$ cat src/rtl/fetch_pkg.sv
// Shared types and constants for the instruction fetch stage.
// Opcode position constants are also used by the downstream controller.
package fetch_pkg;

    // Fetch sequencer states.
    typedef enum logic [2:0] {
        StIdle,
        StFetch,
        StWait,
        StHold,
        StHalted
    } fetch_state_e;

    // Opcode occupies the top OPCODE_W bits of every instruction word.
    localparam int unsigned OPCODE_W = 4;

    // Reserved opcode that stops fetching.
    localparam logic [OPCODE_W-1:0] HALT_OPCODE = 4'hF;

endpackage

$ cat src/rtl/fetch_perf_cnt.sv
// Saturating performance counters for the fetch stage: accepted
// handshakes and HOLD cycles stalled on the controller.
// Only instantiated when FETCH_PERF_CNT_EN is defined.
module fetch_perf_cnt (
    input  logic        clk,
    input  logic        rst,
    input  logic        clear_i,
    input  logic        fetched_i,
    input  logic        stall_i,
    output logic [31:0] perf_fetched_o,
    output logic [31:0] perf_stalls_o
);

    logic [31:0] fetched_q, fetched_d;
    logic [31:0] stalls_q, stalls_d;

    // Next-state: clear wins, otherwise count up and stick at all-ones.
    always_comb begin
        fetched_d = fetched_q;
        stalls_d  = stalls_q;
        if (clear_i) begin
            fetched_d = '0;
            stalls_d  = '0;
        end else begin
            if (fetched_i && (fetched_q != '1)) fetched_d = fetched_q + 32'd1;
            if (stall_i && (stalls_q != '1))    stalls_d  = stalls_q + 32'd1;
        end
    end

    // Counter registers.
    always_ff @(posedge clk or negedge rst) begin
        if (!rst) begin
            fetched_q <= '0;
            stalls_q  <= '0;
        end else begin
            fetched_q <= fetched_d;
            stalls_q  <= stalls_d;
        end
    end

    assign perf_fetched_o = fetched_q;
    assign perf_stalls_o  = stalls_q;

endmodule

$ cat src/rtl/fetch_unit.sv
// Instruction fetch stage: walks a PC through a synchronous-read
// instruction memory, holds each word for the controller over a
// valid/ready handshake, redirects on branch and stops on HALT.
// Optional feature macro: FETCH_PERF_CNT_EN adds perf_fetched/perf_stalls.
module fetch_unit
    import fetch_pkg::*;
#(
    parameter int unsigned       ADDR_W   = 10,
    parameter int unsigned       INSTR_W  = 32,
    parameter logic [ADDR_W-1:0] RESET_PC = '0
) (
    input  logic               clk,
    input  logic               rst,
    input  logic               start,
    output logic               imem_en,
    output logic [ADDR_W-1:0]  imem_addr,
    input  logic [INSTR_W-1:0] imem_rdata,
    output logic [INSTR_W-1:0] instr,
    output logic               instr_valid,
    input  logic               instr_ready,
    output logic [ADDR_W-1:0]  instr_pc,
    input  logic               branch_take,
    input  logic [ADDR_W-1:0]  branch_target,
    output logic               busy,
`ifdef FETCH_PERF_CNT_EN
    output logic [31:0]        perf_fetched,
    output logic [31:0]        perf_stalls,
`endif
    output logic               done
);

    fetch_state_e        state_q, state_d;
    logic [ADDR_W-1:0]   pc_q, pc_d;
    logic [INSTR_W-1:0]  instr_q, instr_d;
    logic [ADDR_W-1:0]   instr_pc_q, instr_pc_d;
    logic                done_q, done_d;

    logic [OPCODE_W-1:0] opcode;
    logic                start_go;
    logic                accept;
    logic [ADDR_W-1:0]   pc_inc;

    assign opcode   = imem_rdata[INSTR_W-1 -: OPCODE_W];
    assign start_go = start && ((state_q == StIdle) || (state_q == StHalted));
    assign accept   = (state_q == StHold) && instr_ready;
    // Natural wrap at 2^ADDR_W.
    assign pc_inc   = pc_q + {{(ADDR_W-1){1'b0}}, 1'b1};

    // Next-state logic for the fetch sequencer, PC and instruction register.
    always_comb begin
        state_d    = state_q;
        pc_d       = pc_q;
        instr_d    = instr_q;
        instr_pc_d = instr_pc_q;
        done_d     = 1'b0;
        unique case (state_q)
            StIdle, StHalted: begin
                if (start_go) begin
                    pc_d    = RESET_PC;
                    state_d = StFetch;
                end
            end
            StFetch: begin
                // A redirect here simply abandons the read just issued.
                if (branch_take) begin
                    pc_d    = branch_target;
                    state_d = StFetch;
                end else begin
                    state_d = StWait;
                end
            end
            StWait: begin
                if (branch_take) begin
                    // Drop the returning word without inspecting it for HALT.
                    pc_d    = branch_target;
                    state_d = StFetch;
                end else if (opcode == HALT_OPCODE) begin
                    done_d  = 1'b1;
                    state_d = StHalted;
                end else begin
                    instr_d    = imem_rdata;
                    instr_pc_d = pc_q;
                    state_d    = StHold;
                end
            end
            StHold: begin
                // Branch target takes priority over PC+1 even when accepted.
                if (branch_take) begin
                    pc_d    = branch_target;
                    state_d = StFetch;
                end else if (accept) begin
                    pc_d    = pc_inc;
                    state_d = StFetch;
                end
            end
            default: begin
                state_d = StIdle;
            end
        endcase
    end

    // State and datapath registers; reset forces IDLE immediately.
    always_ff @(posedge clk or negedge rst) begin
        if (!rst) begin
            state_q    <= StIdle;
            pc_q       <= RESET_PC;
            instr_q    <= '0;
            instr_pc_q <= RESET_PC;
            done_q     <= 1'b0;
        end else begin
            state_q    <= state_d;
            pc_q       <= pc_d;
            instr_q    <= instr_d;
            instr_pc_q <= instr_pc_d;
            done_q     <= done_d;
        end
    end

    // Outputs come from registers or state decode only.
    assign imem_en     = (state_q == StFetch);
    assign imem_addr   = pc_q;
    assign instr       = instr_q;
    assign instr_pc    = instr_pc_q;
    assign instr_valid = (state_q == StHold);
    assign busy        = (state_q == StFetch) || (state_q == StWait) || (state_q == StHold);
    assign done        = done_q;

`ifdef FETCH_PERF_CNT_EN
    fetch_perf_cnt u_perf_cnt (
        .clk            (clk),
        .rst            (rst),
        .clear_i        (start_go),
        .fetched_i      (accept),
        .stall_i        ((state_q == StHold) && !instr_ready),
        .perf_fetched_o (perf_fetched),
        .perf_stalls_o  (perf_stalls)
    );
`endif

endmodule

$ cat config.mk
export PLATFORM = sky130hd
export DESIGN_NAME = fetch_unit
export DESIGN_NICKNAME = d
export VERILOG_FILES = /design/src/rtl/fetch_pkg.sv /design/src/rtl/fetch_perf_cnt.sv /design/src/rtl/fetch_unit.sv
export SDC_FILE = /design/constraint.sdc
export NUM_CORES = 1
export LEC_CHECK = 0
export ABC_AREA = 1
export BUFFER_PORTS_ARGS = -buffer_cell sky130_fd_sc_hd__buf_2
export CAP_MARGIN = 20
export CORE_ASPECT_RATIO = 0.7
export CORE_MARGIN = 2
export CORE_UTILIZATION = 46
export CTS_CLUSTER_SIZE = 14
export DETAILED_ROUTE_END_ITERATION = 16
export PLACE_DENSITY_LB_ADDON = 0.3
export SLEW_MARGIN = 10
export SYNTH_ARGS = -nofsm -noshare
export SYNTH_HDL_FRONTEND = slang
export SYNTH_SLANG_ARGS = --single-unit
$ cat constraint.sdc
create_clock -name clk -period 1.7 [get_ports clk]
set_input_delay 0.255 -clock clk [delete_from_list [all_inputs] [get_ports clk]]
set_output_delay 0.255 -clock clk [all_outputs]
set_load 0.005 [all_outputs]
After elaboration in Yosys (flattened, before gate mapping)
Index checks and enable logic that the tools add are counted.
{"block": "classes", "n_addsub": 1, "n_mul": 0, "div": 0, "order_cmp": 0, "eq_ne": 8, "shift": 0, "n_mux": 15, "bitwise": 2, "n_reduce_logical": 12}
{"operator": "2-to-1 mux 10 bit", "n": 4}
{"operator": "one-hot mux 10 bit (3 select lines)", "n": 1}
{"operator": "2-to-1 mux 3 bit", "n": 5}
{"operator": "one-hot mux 3 bit (4 select lines)", "n": 1}
{"operator": "adder 10 x 1 -> 10 bit, second input constant", "n": 1}
{"operator": "equality test 3 x 2 -> 1 bit, second input constant", "n": 2}
{"operator": "equality test 4 bit, second input constant", "n": 1}
{"operator": "AND reduction 4 bit", "n": 1}
{"operator": "OR reduction 2 bit", "n": 2}
{"operator": "equality test 3 x 1 -> 1 bit, second input constant", "n": 1}
{"operator": "equality test 3 bit, second input constant", "n": 1}
{"operator": "zero test 3 bit", "n": 1}
{"operator": "logical OR 1 bit", "n": 3}
{"operator": "2-to-1 mux 1 bit", "n": 3}
{"operator": "!= test 3 x 1 -> 1 bit, second input constant", "n": 1}
{"operator": "AND reduction 3 bit", "n": 1}
{"operator": "nonzero test 3 bit", "n": 1}
{"operator": "logical AND 1 bit", "n": 2}
{"operator": "2-to-1 mux 2 bit", "n": 1}
{"operator": "!= test 2 x 1 -> 1 bit, second input constant", "n": 1}
{"operator": "!= test 2 bit, second input constant", "n": 1}
{"operator": "NOT 1 bit", "n": 2}
{"operator": "AND reduction 2 bit", "n": 1}
{"block": "word_totals", "reg_bits": 56, "latchBits": 0, "ram_bits": 0, "mem_bits_ro": 0, "in_bits": 47, "out_inout_bits": 56, "wordCells": 43, "mem_count": 0}

Longest topological paths before layout
{"block": "logic_depth", "ltp_word": 5, "ltp_mapped": 10, "mapped_depth_nobuf": 10}

Worst setup path before layout
Ideal clock, no wire load.
{"block": "synth_path", "path_type": "reg2reg", "startpoint": "register state_q[2]", "endpoint": "register instr_q[0] (netlist: instr[0])", "setup_time_ns": 0.130, "arrival_time_ns": 1.178, "required_time_ns": 1.570, "path_slack_ns": 0.392, "path_stages_with_launch": 9, "n_path_buf": 2, "period_less_slack_ns": 1.308, "path_cell_list": "dfrtp_1 inv_2 nand3b_4 inv_2 nand3_2 buf_4 buf_4 nand2_1 o21ai_0"}
{"block": "synth_between", "elab_chain_len": 2}
{"item": "from (decl)", "line_no": "fetch_unit.sv:32", "source": "fetch_state_e state_q, state_d;"}
{"item": "from (signal assigned)", "line_no": "fetch_unit.sv:105", "source": "state_q <= StIdle;"}
{"item": "from (signal assigned)", "line_no": "fetch_unit.sv:111", "source": "state_q <= state_d;"}
{"item": "equality test 3 x 2 -> 1 bit", "line_no": "fetch_unit.sv:56", "source": "unique case (state_q)"}
{"item": "AND reduction 3 bit (no line)"}
{"item": "to (signal assigned)", "line_no": "fetch_unit.sv:113", "source": "instr_q <= instr_d;"}
{"item": "to (decl)", "line_no": "fetch_unit.sv:34", "source": "logic [INSTR_W-1:0] instr_q, instr_d;"}
No other way between the ends.
A chain may end at the register's enable or synchronous reset.

Worst setup path after layout
{"block": "layout_path", "startpoint": "register state_q[1]", "endpoint": "output port instr_valid"}
{"block": "layout_between", "elab_chain_len": 1}
{"item": "equality test 3 x 2 -> 1 bit", "line_no": "fetch_unit.sv:124", "source": "assign instr_valid = (state_q == StHold);"}
{"item": "to (decl)", "line_no": "fetch_unit.sv:19", "source": "output logic instr_valid,"}
No other way between the ends.

==> run_results.csv <==
group,metric,value,unit
timing,skew,0.0109,ns
timing,tns,0,ns
logic_synthesis,synthDistinctLibCells,30,
floorplan,design.portCount,103,
cts,tritoncts_num_sinks,56,
logic_synthesis,synth_top_area_share,50.6,%
timing,tightest_slew,0.307,ns
setup_path,arrival,1.25,ns
finish,share_of_final_layout_standard_cells_stronger_than_drive_strength_1,29.5,%
global_route,global_route.usage.total,19.0,%
finish,nNetsFinal,501,
setup_path,setup.worst_path.start_class,"register",
global_route,grt_start_max_net_pins,85,
floorplan,die_w,96.7,um
route,route.antenna.remaining_nets,0,
setup_path,slowest_delay,0.49,ns
timing,post-route-period-util,88.5,%
logic_synthesis,postSynthRegisterBits,56,
cts,cts_inserted_buffers,5,
place,dp_hpwl,4810,um
finish,nFillCells,545,
power_and_ir_drop,pwr_density_cell,1570,mW/mm^2
cts,cts_tree,"yes",
route,via_per_inst,4.68,
timing,period_minus_slack,1.50,ns
logic_synthesis,postSynthNetCount,399,
timing,max_clock_freq,0.665,GHz
power_and_ir_drop,clock_power_share,13.6,%
route,routed_wire_length_per_instance,12.1,um
power_and_ir_drop,seqPwrFrac,42.2,%
cts,maximum_buffer_depth_of_the_clock_tree,2,
cts,cts_post_setup_buffers_inserted,0,
cts,h_tree_lvl_count,2,
finish,final_cell_count_no_fill,529,
timing,rsz0062_at_grt,"false",
timing,slew_violations,0,
route,drt-pass1-iter-count,4,
min_path,timing.hold.worst.class,"in -> reg",
cts,cts_root_buffer,"sky130_fd_sc_hd__clkbuf_8",
cts,clk-insertion-delay-late,0.31,ns
logic_synthesis,yosys_warnings,0,
setup_path,worst_ep_required_time,1.44,ns
floorplan,placementRows,23,
global_route,first_pass_grt_wire_length,10100,um
power_and_ir_drop,switching_power,0.00217,W
logic_synthesis,yosysSeqAreaShare,50.6,%
timing,final-setup-viol-count,0,
floorplan,core_region_area,0.00576,mm^2
run,drv.max_cap_violation_count,0,
place,routabilityCongestion,0.944,
timing,finalHoldViolCount,0,
global_route,grt.overflow.total,0,
global_route,antenna_violations_before_repair,0,
floorplan,start_util,48.1,%
place,pre_cts_slack,0.240,ns
setup_path,cpMaxStageDelayCell,"sky130_fd_sc_hd__dfrtp_1",
route,remaining_drc_errors,0,
logic_synthesis,syn-mean-instance-area,7.89,um^2
logic_synthesis,netlist_area,0.00277,mm^2
power_and_ir_drop,peakVddDrop,0.764,mV
place,placedCellCount,520,
finish,area_growth,25.3,%
logic_synthesis,biggest_area_consumer_among_synthesized_cells,"sky130_fd_sc_hd__dfrtp_1",
power_and_ir_drop,comb_power_share,44.2,%
logic_synthesis,synth_top_cells_by_area,"sky130_fd_sc_hd__dfrtp_1, sky130_fd_sc_hd__nand2_1, sky130_fd_sc_hd__inv_1, sky130_fd_sc_hd__o21ai_0, sky130_fd_sc_hd__nand3_1",
finish,antenna_cells,0,
place,portBuffers,102,
floorplan,design.die.area,0.00667,mm^2
global_route,first_global_vias,2140,
timing,max-slew-margin-rel,79.5,%
setup_path,timing.setup.critical_path_class,"reg -> out",
setup_path,crit_path_cell_trace,"nand2_2 > nor2_4 > buf_2",
power_and_ir_drop,p_sw_share,39.9,%
setup_path,worst_setup_end_kind,"output pin",
floorplan,die-height,68.9,um
setup_path,cp_max_fo,7,
power_and_ir_drop,p_leak,2.04,nW
logic_synthesis,postSynthCellCount,351,
outcome,outcome,"completed",
cts,clk_pin_slew,0.11,ns
timing,layout_setup_ws,0.196,ns
route,wl,6390,um
power_and_ir_drop,power_report.internal_total,0.00327,W
route,detailedRoute.firstIterationViolations,117,
route,via_count,2475,
## cells by family after synthesis
kind of cell               synth area share, %
and+or+nand+nor                           23.1
buffers and inverters                     12.0
adders and majority gates                0.452
DFF                                       50.6
AOI/OAI and AO/OA                         13.5
xor gates and xnor gates                 0.316
## cell usage after synthesis (all sizes together)
cell type,n
inv,65
o21ai,54
xor2,1
nand3,14
nand4,2
dfrtp,56
o211ai,2
ha,1
nor2,17
and2,1
buf,10
nand3b,1
clkbuf,4
nand2,109
o21bai,2
a21oi,11
nor3,1
## cells in the final DEF (no fill, tap or decap), types with 4 or more instances in the layout
cell and count:
sky130_fd_sc_hd__dfrtp_1 56, sky130_fd_sc_hd__a21oi_1 10, sky130_fd_sc_hd__o21ai_0 43, sky130_fd_sc_hd__nor2_1 13, sky130_fd_sc_hd__nand2_1 107, sky130_fd_sc_hd__buf_2 102
sky130_fd_sc_hd__o21ai_1 7, sky130_fd_sc_hd__clkbuf_8 5, sky130_fd_sc_hd__o21ai_2 4, sky130_fd_sc_hd__nand3_1 11, sky130_fd_sc_hd__inv_1 62
## registers in the layout, indices dropped and copies added, names as in the netlist
name,cells
imem_addr,10
done,1
instr,32
instr_pc,10
state_q,3
## power by group through the flow
| stage | combinational [W] | sequential [W] | clock, W |
|---|---|---|---|
| floorplan | 0.00135 | 0.00234 | 0 |
| global placement | 0.00235 | 0.00230 | 0 |
| detailed placement | 0.00244 | 0.00232 | 0 |
| CTS | 0.00245 | 0.00230 | 0.000768 |
| global route | 0.00276 | 0.00239 | 0.000820 |
| finish | 0.00240 | 0.00230 | 0.000739 |
## worst paths after layout
kind / startpoint / end / slack [ns] / cells after the start
max in group asynchronous: rst / instr_pc[9]$_DFFE_PN0N_ / 0.98 / 3
worst max register to register: state_q[1]$_DFFE_PN0P_ / imem_addr[0]$_DFFE_PN0P_ / 0.20 / 8
worst max-delay path: state_q[1]$_DFFE_PN0P_ / instr_valid / 0.20 / 3
worst min-delay path: imem_rdata[4] / instr[4]$_DFFE_PN0N_ / 0.17 / 3
worst min register to register: instr_pc[0]$_DFFE_PN0N_ / instr_pc[0]$_DFFE_PN0N_ / 0.49 / 2
min in group asynchronous: rst / imem_addr[9]$_DFFE_PN0P_ / 0.44 / 3
## final cells by class
cell class	count	area (um^2)	area share (%)
well taps	75	93.8	2.71
clock buffers	5	68.8	1.98
repair buffers	109	603	17.4
inverters	65	244	7.03
clock inverters	3	22.5	0.649
flip-flops and latches	56	1400	40.4
multi-input cells	216	1030	29.8
## stage by stage
step                hold WS, ns  power [W]  instance area (um^2)  utilization [%]
global placement          0.276    0.00465                  3370             58.5
CTS                       0.165    0.00551                  3470             60.3
finish                    0.174    0.00544                  3470             60.3
floorplan               -0.0406    0.00370                  2770                -
global route              0.160    0.00598                  3470             60.3
detailed placement        0.279    0.00476                  3370             58.5
## critical path, delay by kind of cell (launching register included)
kind / cells / cell delay [ns]
flip-flops: 1 / 0.49
buffers and inverters: 1 / 0.16
AND/OR/NAND/NOR: 2 / 0.29
## metal layers
layer	up-vias	part of all wire, %	global-route usage [%]	wire length, um
met5	-	0	0	0
met4	0	0.47	4.93	30
met3	2	6.7	4.44	431
met2	63	45	29.8	2850
met1	1129	48	27.0	3070
li1	1281	-	-	-
## repair_timing
action                    4_1_cts  5_1_grt
hold endpoints to repair       56        0
gates resized for setup         0        0
hold buffers                    1        0
Note: power is estimated with default switching activity, not from simulation.
